===== config.mk =====
export PLATFORM = sky130hd
export DESIGN_NAME = fetch_queue
export DESIGN_NICKNAME = d
export VERILOG_FILES = /design/src/rtl/fetch_queue_pkg.sv /design/src/rtl/fetch_slot_ram.sv /design/src/rtl/fetch_queue.sv
export SDC_FILE = /design/constraint.sdc
export NUM_CORES = 1
export LEC_CHECK = 0
export CORE_MARGIN = 5
export CORE_UTILIZATION = 35
export DETAILED_ROUTE_END_ITERATION = 7
export MAX_ROUTING_LAYER = met4
export PLACE_DENSITY = 0.58
export SYNTH_ARGS = -nofsm -noshare
export SYNTH_HDL_FRONTEND = slang
export SYNTH_SLANG_ARGS = --single-unit

===== constraint.sdc =====
create_clock -name clk -period 7.05 [get_ports clk]
set_input_delay 1.41 -clock clk [delete_from_list [all_inputs] [get_ports clk]]
set_output_delay 1.41 -clock clk [all_outputs]
set_load 0.02 [all_outputs]

===== src/rtl/fetch_queue_pkg.sv =====
// Shared constants and helpers for the instruction fetch queue.
// Imported by the fetch queue top and its slot storage.
package fetch_queue_pkg;

  localparam int unsigned XLEN_P  = 32;
  localparam int unsigned DEPTH_P = 4;

  localparam logic [31:0] NOP_INSTR = 32'h0000_0013;

  function automatic int unsigned ptr_w(int unsigned d);
    return (d > 1) ? $clog2(d) : 1;
  endfunction

endpackage


===== src/rtl/fetch_slot_ram.sv =====
// Slot storage for the fetch queue: pc and instr arrays.
// Independent write ports, asynchronous read at the head slot.
module fetch_slot_ram
  import fetch_queue_pkg::*;
#(
  parameter int unsigned XLEN  = XLEN_P,
  parameter int unsigned DEPTH = DEPTH_P,
  localparam int unsigned PW   = ptr_w(DEPTH)
) (
  input  logic            clk_i,
  input  logic            pc_we_i,
  input  logic [PW-1:0]   pc_waddr_i,
  input  logic [XLEN-1:0] pc_wdata_i,
  input  logic            in_we_i,
  input  logic [PW-1:0]   in_waddr_i,
  input  logic [XLEN-1:0] in_wdata_i,
  input  logic [PW-1:0]   raddr_i,
  output logic [XLEN-1:0] rd_pc_o,
  output logic [XLEN-1:0] rd_instr_o
);

  logic [XLEN-1:0] pc_mem [DEPTH];
  logic [XLEN-1:0] in_mem [DEPTH];

  // Contents need no reset; the filled bits qualify them.
  always_ff @(posedge clk_i) begin
    if (pc_we_i) pc_mem[pc_waddr_i] <= pc_wdata_i;
    if (in_we_i) in_mem[in_waddr_i] <= in_wdata_i;
  end

  assign rd_pc_o    = pc_mem[raddr_i];
  assign rd_instr_o = in_mem[raddr_i];

endmodule


===== src/rtl/fetch_queue.sv =====
// In-order fetch queue between the PC register, imem and decode.
// Tracks owed responses so a jump redirect can drop stale fetches.
module fetch_queue
  import fetch_queue_pkg::*;
#(
  parameter int unsigned XLEN  = XLEN_P,
  parameter int unsigned DEPTH = DEPTH_P
) (
  input  logic                     clk,
  input  logic                     rst_n,
  input  logic [XLEN-1:0]          pc_in,
  input  logic                     flush,
  output logic                     pc_stall,
  output logic                     imem_req,
  output logic [XLEN-1:0]          imem_addr,
  input  logic                     imem_gnt,
  input  logic                     imem_rvalid,
  input  logic [XLEN-1:0]          imem_rdata,
  output logic                     id_valid,
  input  logic                     id_ready,
  output logic [XLEN-1:0]          id_pc,
  output logic [XLEN-1:0]          id_instr,
  output logic [$clog2(DEPTH):0]   occupancy
);

  localparam int unsigned PW = ptr_w(DEPTH);
  localparam int unsigned CW = $clog2(DEPTH) + 1;
  localparam logic [CW:0] DEPTH_W = (CW+1)'(DEPTH);

  logic [PW-1:0]    alloc_q, alloc_d;
  logic [PW-1:0]    fill_q, fill_d;
  logic [PW-1:0]    head_q, head_d;
  logic [CW-1:0]    alloc_cnt_q, alloc_cnt_d;
  logic [CW-1:0]    pend_cnt_q, pend_cnt_d;
  logic [CW-1:0]    drop_cnt_q, drop_cnt_d;
  logic [DEPTH-1:0] filled_q, filled_d;

  logic [CW:0] budget;
  logic        grant;
  logic        rsp_drop;
  logic        rsp_fill;
  logic        rsp_old;
  logic        pop;

  // Owed responses for dropped requests still occupy imem capacity.
  assign budget = {1'b0, alloc_cnt_q} + {1'b0, drop_cnt_q};

  assign imem_req  = rst_n & ~flush & (budget < DEPTH_W);
  assign imem_addr = pc_in;
  assign grant     = imem_req & imem_gnt;
  assign pc_stall  = ~grant;

  assign rsp_drop = imem_rvalid & (drop_cnt_q != '0);
  assign rsp_fill = imem_rvalid & (drop_cnt_q == '0)
                  & (pend_cnt_q != '0) & ~flush;
  assign rsp_old  = imem_rvalid
                  & ((drop_cnt_q != '0) | (pend_cnt_q != '0));

  assign id_valid  = filled_q[head_q] & (alloc_cnt_q != '0) & ~flush;
  assign pop       = id_valid & id_ready;
  assign occupancy = alloc_cnt_q;

  // Next-state for pointers, counters and filled bits.
  always_comb begin
    alloc_d     = alloc_q;
    fill_d      = fill_q;
    head_d      = head_q;
    alloc_cnt_d = alloc_cnt_q;
    pend_cnt_d  = pend_cnt_q;
    drop_cnt_d  = drop_cnt_q;
    filled_d    = filled_q;
    if (flush) begin
      alloc_d     = '0;
      fill_d      = '0;
      head_d      = '0;
      alloc_cnt_d = '0;
      pend_cnt_d  = '0;
      filled_d    = '0;
      drop_cnt_d  = drop_cnt_q + pend_cnt_q - CW'(rsp_old);
    end else begin
      if (grant) begin
        filled_d[alloc_q] = 1'b0;
        alloc_d = alloc_q + PW'(1);
      end
      if (rsp_fill) begin
        filled_d[fill_q] = 1'b1;
        fill_d = fill_q + PW'(1);
      end
      if (pop) begin
        filled_d[head_q] = 1'b0;
        head_d = head_q + PW'(1);
      end
      alloc_cnt_d = alloc_cnt_q + CW'(grant) - CW'(pop);
      pend_cnt_d  = pend_cnt_q + CW'(grant) - CW'(rsp_fill);
      if (rsp_drop) drop_cnt_d = drop_cnt_q - CW'(1);
    end
  end

  // Control state register.
  always_ff @(posedge clk or negedge rst_n) begin
    if (!rst_n) begin
      alloc_q     <= '0;
      fill_q      <= '0;
      head_q      <= '0;
      alloc_cnt_q <= '0;
      pend_cnt_q  <= '0;
      drop_cnt_q  <= '0;
      filled_q    <= '0;
    end else begin
      alloc_q     <= alloc_d;
      fill_q      <= fill_d;
      head_q      <= head_d;
      alloc_cnt_q <= alloc_cnt_d;
      pend_cnt_q  <= pend_cnt_d;
      drop_cnt_q  <= drop_cnt_d;
      filled_q    <= filled_d;
    end
  end

  fetch_slot_ram #(
    .XLEN  (XLEN),
    .DEPTH (DEPTH)
  ) u_ram (
    .clk_i      (clk),
    .pc_we_i    (grant),
    .pc_waddr_i (alloc_q),
    .pc_wdata_i (pc_in),
    .in_we_i    (rsp_fill),
    .in_waddr_i (fill_q),
    .in_wdata_i (imem_rdata),
    .raddr_i    (head_q),
    .rd_pc_o    (id_pc),
    .rd_instr_o (id_instr)
  );

  rsp_expected: assert property (
    @(posedge clk) disable iff (!rst_n)
    imem_rvalid |-> (drop_cnt_q != '0) || (pend_cnt_q != '0)
  );

endmodule

==> results, run 1 <==
- The number of standard-cell rows in the floorplan is 64.
- The total of buffers placed on input and output ports is 171.
- The start-to-end type of the worst setup path is in -> out.
- The longest clock path from root to sink contains 3 buffers.
- The leakage power is 4.51 nW.
- Setup violations remaining at the end of the flow were counted as 0.
- The final max-slew violation count is 0.
- The non-filler instance count after layout is 1084.
- The number of hold buffers added after CTS is 0.
- The leading area contributor after synthesis is edfxtp_1.
- For this block, the initial DRC count from the detailed router was 349.
- The synthesized instance count is 511.
- TritonCTS built the clock tree.
- The top-level I/O count is 172.
- During synthesis, Yosys emitted a total of 0 warnings.
- The filler cells instantiated in the layout total 2606.
- Between clock sinks in the finished design, the worst skew comes to 8.37 ps.
- Routability-driven placement finished with a final weighted congestion of 0.725.
- The floorplan step set the die width to 186 um.
- The path class of the tightest hold or removal check is reg -> reg.
- The number of gates resized after CTS is 0.
- The transition time at the pin with the least slew margin is 1120 ps.
- The sum of internal, switching and leakage power is 3.61 mW.
- The core area is 30700 um2.
- Entering global routing, the biggest net connects 71 pins.
- The number of clock sinks seen by CTS is 275.
- The type of element capturing the critical path is an output port.
- For this configuration, the core starts out at a cell density of 35.5%.
- Counting every net in the synthesized netlist gives 607.
- The highest clock rate is 191 MHz.
- The number of antenna-violating nets in the routed design is 0.
- Prior to clock tree synthesis, the placed netlist has a worst setup slack of 1740 ps.
- The sum of overflow across all layers after global routing is 0.
- The flow ran to the end, and the final reports show no timing, DRC or antenna violations.
- Counting tap cells, the placed design contains a total of 1032 instances.
- Summed over all failing endpoints, the final setup total negative slack is 0 ps.
- At the end of the flow the core is filled with cells to 44.9%.
- The average wire per cell in the routed design is 19.4 um.
- Counting flops and latches in the post-synthesis netlist gives 275.
- The sequential standard cell area is 8170 um2.
- The final design instance area without fill is 13800 um2.
- Ranked by total cell area, the synthesized netlist is headed by edfxtp_1 (71%), mux4_2 (13%), dfrtp_1 (4.4%).
- The data arrival time of the worst path is 3830 ps.
- In the global route stage, overall resource usage came out at 12.3%.
- The via count of the first global-routing pass is 5650.
- The startpoint kind of the worst setup timing path is an input port.
- The die is 186 um tall.
- The total length of routed wires is 21000 um.
- The final hold violation count is 0.
- The share of synthesized area in the top cell type comes to 70.7%.
- The commonest non-fill, non-tap cell in the layout is edfxtp_1.
- The share of post-route cells with drive strength above 1 is 18.3%.
- The root cell of the clock tree is clkbuf_16.
- The count of distinct cell types in the synthesized netlist is 35.
- For the worst setup path, the data required time is 5640 ps.
- Clock tree synthesis inserted a total of 28 buffers.
- The post-detailed-route via-to-cell ratio is 4.78.
- Setup repair after global routing left no endpoint under its margin.
- The synthesis-to-finish area growth is 26.6%.
- The power density over cell area is 262 nW/um2.
- The HPWL after detailed placement is 12800 um.
- The multi-input combinational cells in the finished layout cover a total of 2300 um2.
- The antenna cell count is 0.
- The cell area reported after detailed placement is 12800 um2.
- In this run the tightest slew margin relative to its limit is 25.4%.
- The first global-routing pass estimated 32100 um of wire.
- The source-to-sink clock delay at the later pin of the worst-skew pair is 520 ps.
- Along the worst path, the maximum fanout reaches 20.
- The sequential fraction of the synthesis area is 75.0%.
- The number of antenna violations at the first check in global routing is 0.
- The detailed-route DRC error count is 0.
- In the layout the commonest cells are edfxtp_1 (256), clkdlybuf4s50_1 (171), mux4_2 (65), clkbuf_16 (29), ha_1 (23).
- The maximum level of the CTS H-tree is 1.
- The final critical-path share of the clock period is 74.3%.
- In this run the post-CTS setup repair buffer count came out at 0.
- After clock tree synthesis, the clock-pin slew on the worst setup and hold paths is 60 ps.
- The number of max-cap violations is 0.
- The total via count in the routed design is 5177.
- The minimum clock period is 5240 ps.
- The average instance in the mapped netlist occupies 21.3 um2.
- Across the VDD grid, the largest voltage drop is 0.000175 V.
- Before antenna repair, the detailed router went through 4 iterations.
- Setup slack on the critical path of the routed design comes to 1810 ps.
- In the final design database the tool counted 762 nets.
- The area of the die is 34700 um2.
- The worst-case hold slack is 503 ps.
- The mapped netlist covers 10900 um2.
==> critical path: stages <==
cell             delay, ps
clkdlybuf4s50_1       1050
nor4b_1                390
nor2b_1                210
and2_1                 160
clkdlybuf4s50_1        600
==> report_power, final <==
part	internal (mW)	total (mW)	switching (mW)
Sequential	1.81	1.83	0.0136
Clock	0.929	1.51	0.578
Combinational	0.136	0.276	0.139
==> routing by layer <==
layer,vias up,part of all wire (%),GRT usage [%]
met2,112,51,20.3
met4,0,1.5,2.97
li1,2318,-,-
met5,-,0,-
met3,30,4.7,2.29
met1,2717,42,15.9
==> final cells by class <==
type | instances | area share [%]
Clock buffer | 33 | 5.38
Inverter | 24 | 0.654
Multi-Input combinational cell | 160 | 16.7
Sequential cell | 275 | 59.3
Tap cell | 396 | 3.60
Clock inverter | 19 | 1.56
Timing Repair Buffer | 177 | 12.8
==> cell families (layout without fill, tap and decap cells) <==
kind of cell,after synthesis,after routing,synth area share (%)
AND/OR/NAND/NOR,37,37,1.67
flip-flops,275,275,75.0
AO/OA/AOI/OAI,15,15,1.15
adder cells (fa/ha/maj),26,26,3.20
buffers and inverters,76,253,4.01
multiplexers,71,71,14.0
XOR/XNOR,11,11,0.886
==> state kept, by name, summed over array words and instances (netlist names) <==
signal and count:
u_ram.in_mem 128, drop_cnt_q 3, fill_q 2, head_q 2, filled_q 4, pend_cnt_q 3, alloc_q 2, u_ram.pc_mem 128
occupancy 3
==> cells in the mapped netlist (all sizes together) <==
cell and n:
mux2i 4, mux2 2, and3 1, clkbuf 9
ha 23, nand4b 1, o21ai 6, nand2b 1
mux4 65, xnor2 9, a2111oi 1, o31ai 1
buf 43, fa 3, dfrtp 19, nor3 2
and4 1, nand3 1, a221oi 4, xor2 2
nor2 14, nor2b 4, nor3b 1, o31a 1
a21oi 2, and2 2, edfxtp 256, inv 24
nand2 8, nor4b 1
==> final timing paths <==
kind	from	endpoint	slack [ps]	depth (start not counted)
max in group asynchronous	rst_n	head_q[1]$_DFFE_PN0P_	5010	1
worst max register to register	head_q[0]$_DFFE_PN0P_	occupancy[2]$_DFF_PN0_	3600	10
worst min-delay path	drop_cnt_q[2]$_DFFE_PN0P_	drop_cnt_q[2]$_DFFE_PN0P_	500	1
worst min register to register	drop_cnt_q[2]$_DFFE_PN0P_	drop_cnt_q[2]$_DFFE_PN0P_	500	1
worst max-delay path	rst_n	imem_req	1810	5
min in group asynchronous	rst_n	drop_cnt_q[2]$_DFFE_PN0P_	1390	1
No activity file was read; power rests on OpenSTA's default activity.
==> run 2, diff against run 1 <==
- PLACE_DENSITY: 0.58 -> 0.6
- clock period: 7.05 -> 4.7 ns (I/O delays scaled with it)
==> run 2 against run 1 <==
Net effect: critical path depth shrank 2; worst setup slack lost 810 ps; global-route usage grew 0.34 points; non-clock buffer count grew 8; register-to-register slack lost 1900 ps; critical endpoint is now id_instr[6]; final cell count grew 0.74%.
==> results, run 2 (synthesis gave the netlist of run 1 again) <==
- The total length of routed wires is 21400 um (+1.8%).
- The HPWL after detailed placement was 13800 um (+8.4%).
- The post-detailed-route via-to-cell ratio came to 4.74 (-0.81%).
- The root cell of the clock tree is clkbuf_16.
- In the final layout, the registers with the most flip-flops are u_ram.in_mem: 128 flops, u_ram.pc_mem: 128 flops, filled_q: 4 flops.
- The power density over cell area is 397 nW/um2 (+51%).
- The setup total negative slack is 0 ps (unchanged).
- The worst reg-to-reg setup slack was 1690 ps (-1910 ps).
- The number of antenna-violating nets in the routed design was 0 (unchanged).
- The effective utilization at floorplan came to 35.5% (unchanged).
- The slowest stage cell on the critical path is dfrtp_4.
- The net total in the final layout came to 770 (+1.0%).
- The antenna cell count is 0 (unchanged).
- The worst clock skew was 15.0 ps (+6.60 ps).
- The number of max-cap violations is 0 (unchanged).
- The startpoint kind of the worst setup timing path is a register.
- Derived from the worst setup path, the maximum achievable clock frequency is 271 MHz.
- The number of buffers inserted to repair setup after CTS came to 0 (unchanged).
- The area of the multi-input gates is 2300 um2 (unchanged).
- The number of antenna violations at the first check in global routing is 0 (unchanged).
- The core area came to 30700 um2 (unchanged).
- The all-layer global routing usage was 12.6% (+0.34 points).
- The source-to-sink clock delay at the later pin of the worst-skew pair was 530 ps (about the same).
- In the finished design, the share of the clock period the worst path needs comes to 78.6%.
- The number of DRC markers in iteration 0 is 263 (-25%).
- The min-delay analysis places its worst path in the category reg -> reg.
- The total setup violations reported at the end of the flow is 0 (unchanged).
- The maximum level of the CTS H-tree is 1 (unchanged).
- The number of placed cells counting well taps is 1040 (+0.78%).
- The total of buffers placed on input and output ports is 171 (unchanged).
- The run finished with clean final reports.
- The largest fanout on the critical path came to 42 (+110%).
- The final hold violation count is 0 (unchanged).
- The non-filler instance count after layout is 1092 (+0.74%).
- The maximum number of buffers from clock root to sink is 3 (unchanged).
- Walking the worst path, the cells encountered are buf_12, mux4_2, clkdlybuf4s50_1.
- Setup repair after global routing left no endpoint under its margin.
- The clock tree from TritonCTS is built.
- The maximum resistive drop on vdd was 0.000261 V (+49%).
- The die extent in y is 186 um (unchanged).
- The average wire per cell in the routed design is 19.6 um (+1.1%).
- The detailed-route DRC error count is 0 (unchanged).
- Leaving out fill and tap cells, the most frequent cell in the layout is edfxtp_1.
- The total via count in the routed design is 5173 (-0.077%).
- The via count of the first global-routing pass is 5610 (-0.71%).
- The sequential standard cell area is 8170 um2 (unchanged).
- The top-level I/O count is 172 (unchanged).
- The horizontal extent of the die came to 186 um (unchanged).
- Broken down by cell family, the worst path's largest delay share belongs to buffers and inverters.
- The first-pass iteration count of the detailed router was 4 (unchanged).
- The worst endpoint required time is 3760 ps (-1880 ps).
- The stage delay of the slowest cell on the critical path was 640 ps (-410 ps).
- The area of the die is 34700 um2 (unchanged).
- The worst slew margin relative to its limit is 33.6% (+8.2 points).
- The leakage power is 4.56 nW (+1.3%).
- The start-to-end type of the worst setup path is reg -> out.
- The synthesis-to-finish area growth is 27.8%.
- The library cells used most frequently in the layout, excluding fill and tap cells, are edfxtp_1 (256), clkdlybuf4s50_1 (171), mux4_2 (65), clkbuf_16 (29), ha_1 (23).
- The number of gates resized after CTS is 0 (unchanged).
- The sum of overflow across all layers after global routing was 0 (unchanged).
- The number of standard-cell rows in the floorplan came to 64 (unchanged).
- The fill cell instance count of the final layout is 2610 (+0.15%).
- The buffer and inverter count on the worst path is 2 (unchanged).
- The final max-slew violation count is 0 (unchanged).
- The global-route wire length before repair is 32800 um (+2.3%).
- The transition time at the pin with the least slew margin was 995 ps (-120 ps).
- The clock transition at the registers of the reported paths was 70 ps (about the same).
- The number of hold buffers added after CTS is 0 (unchanged).
- The maximum number of pins on one net before global-route repair is 44 (-38%).
- The minimum clock period is 3690 ps.
- The clock buffer count from CTS came to 28 (unchanged).
- The weighted congestion at the end of routability-driven global placement was 0.743 (+2.5%).
- The share of post-route cells with drive strength above 1 is 20.5% (+2.2 points).
- STA classifies the critical path endpoint as an output port.
- The number of clock sinks seen by CTS is 275 (unchanged).
- The data arrival time of the worst path is 2750 ps (-1080 ps).
run 2: changes by cell type in the layout (fill, tap and decap cells not counted), sizes merged:
cell and delta:
inv +3, buf +8, clkbuf -3, clkinvlp +4, clkinv -4
run 2: area by class of cell:
class	instances	share of cell area, %
Clock buffer	30	5.25
Tap cell	396	3.57
Multi-Input combinational cell	160	16.6
Timing Repair Buffer	185	13.2
Inverter	24	0.648
Clock inverter	22	2.03
Sequential cell	275	58.8
run 2: stage by stage:
stage	setup slack, ps	hold WS, ps	utilization, %	power [mW]	cell area [um2]
floorplan	976	463	-	3.02	10900
global placement	1130	519	42.0	3.19	12900
detailed placement	1070	558	42.0	3.22	12900
CTS	924	570	45.3	5.58	13900
global route	873	594	45.3	5.74	13900
finish	1010	584	45.3	5.51	13900
run 2: worst reg2reg max path: cells and delay by family, from the launching register on:
kind,cells,cell delay (ps)
DFF,1,880
adders and majority gates,3,770
muxes,1,460
xor gates and xnor gates,1,170
and+or+nand+nor,3,500
buffers and inverters,2,110
run 2: power by group:
part           internal [mW]  switching, mW
clock network           1.42          0.928
registers               2.72         0.0249
logic                  0.208          0.213
total                   4.35           1.17
run 2: routing by layer:
| layer | routed length, um | share of wire (%) | GRT usage, % | vias up |
|---|---|---|---|---|
| met3 | 1050 | 4.9 | 2.16 | 22 |
| met5 | 0 | 0 | - | - |
| met4 | 281 | 1.3 | 2.83 | 0 |
| met1 | 8870 | 41 | 15.9 | 2697 |
| met2 | 11200 | 52 | 21.6 | 119 |
| li1 | - | - | - | 2335 |
run 2: path summary, 6_finish.rpt:
kind,startpoint,end,cells past startpoint
max,head_q[0]$_DFFE_PN0P_,id_instr[6],3
min,drop_cnt_q[2]$_DFFE_PN0P_,drop_cnt_q[2]$_DFFE_PN0P_,1
max reg2reg,head_q[1]$_DFFE_PN0P_,occupancy[2]$_DFF_PN0_,10
min reg2reg,drop_cnt_q[2]$_DFFE_PN0P_,drop_cnt_q[2]$_DFFE_PN0P_,1
max in group asynchronous,rst_n,head_q[0]$_DFFE_PN0P_,2
min in group asynchronous,rst_n,drop_cnt_q[0]$_DFFE_PN0P_,2
==> run 3, diff against run 2 <==
- PLACE_DENSITY: 0.6 -> 0.58
- clock period: 4.7 -> 3.65 ns (I/O delays scaled with it)
==> run 3 against run 2 <==
Net effect: sequential power up 29%; die area unchanged; total power up 27%; critical path depth unchanged; utilization up 0.13 points; register-to-register slack worse by 930 ps; clock power up 23%; largest power group unchanged.
==> results, run 3 (synthesis gave the netlist of run 1 again) <==
- The highest metal layer carrying signal wires in the routed design is met4.
- In the layout the commonest cells are edfxtp_1 (256), clkdlybuf4s50_1 (171), mux4_2 (65), clkbuf_16 (29), ha_1 (23).
- The maximum level of the CTS H-tree is 1 (unchanged).
- The worst endpoint required time is 2920 ps (-840 ps).
- The detailed-route DRC error count is 0 (unchanged).
- The worst clock skew is 8.03 ps (-6.94 ps).
- The total length of routed wires is 21800 um (+1.9%).
- The net total in the final layout came to 775 (+0.65%).
- The average wire per cell in the routed design is 19.9 um (+1.5%).
- Of the available clock period, the critical path in the final layout requires 95.1%.
- The horizontal extent of the die was 186 um (unchanged).
- The number of DRC markers in iteration 0 is 216 (-18%).
- The leakage power is 4.58 nW (+0.27%).
- The maximum resistive drop on vdd is 0.000280 V (+7.2%).
- The amount of wire on met3 after detailed routing is 1000 um (-4.7%).
- The clock buffer count from CTS came to 29 (+3.6%).
- The clock tree from TritonCTS is built.
- The largest fanout on the critical path is 17 (-60%).
- The length of routed wiring on met1 is 8980 um (+1.3%).
- The top-level I/O count is 172 (unchanged).
- The startpoint kind of the worst setup timing path is a register.
- The tree is rooted in a clkbuf_16.
- Relative to the synthesized area, the layout overhead comes to 28.1%.
- The area of the die is 34700 um2 (unchanged).
- The all-layer global routing usage is 12.8% (+0.15 points).
- Walking the worst path, the cells encountered are buf_4, mux4_2, clkdlybuf4s50_1.
- The effective utilization at floorplan is 35.5% (unchanged).
- The start-to-end type of the worst setup path is reg -> out.
- For this design, the slowest cell found on the critical path is dfrtp_4.
- The sum of overflow across all layers after global routing was 0 (unchanged).
- The antenna cell count is 0 (unchanged).
- The global-route wire length before repair was 33200 um (+1.3%).
- The die extent in y is 186 um (unchanged).
- The data arrival time of the worst path came to 2740 ps (about the same).
- For this run, the top clock speed supported by timing is 288 MHz.
- The power density over cell area is 500 nW/um2 (+26%).
- The run finished with clean final reports.
- The post-detailed-route via-to-cell ratio is 4.80 (+1.3%).
- The final hold violation count came to 0 (unchanged).
- The setup total negative slack is 0 ps (unchanged).
- Setup repair after global routing left no endpoint under its margin.
- The HPWL after detailed placement is 13500 um (-2.4%).
- The number of max-cap violations came to 0 (unchanged).
- The maximum number of pins on one net before global-route repair is 43 (-2.3%).
- The stage delay of the slowest cell on the critical path is 650 ps (about the same).
- The core area is 30700 um2 (unchanged).
- The number of antenna violations at the first check in global routing is 0 (unchanged).
- The total setup violations reported at the end of the flow is 0 (unchanged).
- The worst slew margin relative to its limit is 64.5% (+31 points).
- The final design utilization is 45.4% (+0.13 points).
- The share of post-route cells with drive strength above 1 is 20.0% (-0.57 points).
- The total via count in the routed design came to 5262 (+1.7%).
- The number of hold buffers added after CTS is 0 (unchanged).
- The final max-slew violation count is 0 (unchanged).
- The number of gates resized after CTS is 0 (unchanged).
- The first-pass iteration count of the detailed router is 4 (unchanged).
- In the final layout, the registers with the most flip-flops are u_ram.in_mem: 128 flops, u_ram.pc_mem: 128 flops, filled_q: 4 flops.
- The min-delay analysis places its worst path in the category reg -> reg.
- The weighted congestion at the end of routability-driven global placement is 0.730 (-1.8%).
- The met2 wire length is 11500 um (+2.7%).
- The number of clock sinks seen by CTS is 275 (unchanged).
- The minimum clock period is 3470 ps.
- The source-to-sink clock delay at the later pin of the worst-skew pair was 530 ps (about the same).
- The commonest non-fill, non-tap cell in the layout is edfxtp_1.
- The number of standard-cell rows in the floorplan is 64 (unchanged).
- The transition time at the pin with the least slew margin came to 532 ps (-464 ps).
- The clock transition at the registers of the reported paths was 60 ps (about the same).
- The maximum number of buffers from clock root to sink is 3 (unchanged).
- The via count of the first global-routing pass is 5745 (+2.4%).
- The number of antenna-violating nets in the routed design is 0 (unchanged).
- STA classifies the critical path endpoint as an output port.
- The total of buffers placed on input and output ports is 171 (unchanged).
-- run 3: final timing paths --
kind | start | end | slack [ps] | cells past startpoint
max in group asynchronous | rst_n | head_q[1]$_DFFE_PN0P_ | 2820 | 2
worst min-delay path | drop_cnt_q[2]$_DFFE_PN0P_ | drop_cnt_q[2]$_DFFE_PN0P_ | 500 | 1
min in group asynchronous | rst_n | filled_q[2]$_DFF_PN0_ | 580 | 2
worst max-delay path | head_q[0]$_DFFE_PN0P_ | id_instr[5] | 180 | 3
worst min register to register | drop_cnt_q[2]$_DFFE_PN0P_ | drop_cnt_q[2]$_DFFE_PN0P_ | 500 | 1
worst max register to register | head_q[0]$_DFFE_PN0P_ | occupancy[2]$_DFF_PN0_ | 760 | 10
-- run 3: metrics by stage --
step / hold slack (ps) / area, um2 / power [mW] / cells / worst slack [ps]
global placement: 509 / 13000 / 4.12 / 1043 / 473
CTS: 505 / 13900 / 7.08 / 1097 / 76.8
global route: 518 / 13900 / 7.26 / 1097 / 21.1
floorplan: 434 / 10900 / 3.89 / 511 / 11.4
detailed placement: 493 / 13000 / 4.15 / 1043 / 416
finish: 500 / 13900 / 6.97 / 1097 / 179
-- run 3: worst max-delay path, delay by kind of cell (launching register included) --
family | cells | cell delay [ps]
buffers and inverters | 2 | 980
multiplexers | 1 | 570
flip-flops | 1 | 650
-- run 3: routing by layer --
layer / track usage, % / vias up
met5: - / -
met4: 2.86 / 0
met3: 2.02 / 27
met2: 21.8 / 116
met1: 16.3 / 2765
li1: - / 2354
-- run 3: layout make-up --
class,instances,area (um2)
clock inverters,23,223
well taps,396,495
clock buffers,30,729
flip-flops and latches,275,8170
multi-input cells,160,2300
repair buffers,189,1930
fillers,2606,16700
inverters,24,90.1
-- run 3: power by group --
group	leakage (nW)	switching [mW]	internal [mW]	total, mW
Sequential	2.56	0.0273	3.50	3.53
Clock	0.457	1.16	1.73	2.89
Combinational	1.56	0.279	0.274	0.553
Total	4.58	1.47	5.51	6.97
-- run 3: repair_timing --
item                       4_1_cts  5_1_grt
setup buffers                    1        0
setup endpoints to repair       17        0
hold endpoints to repair         0        0
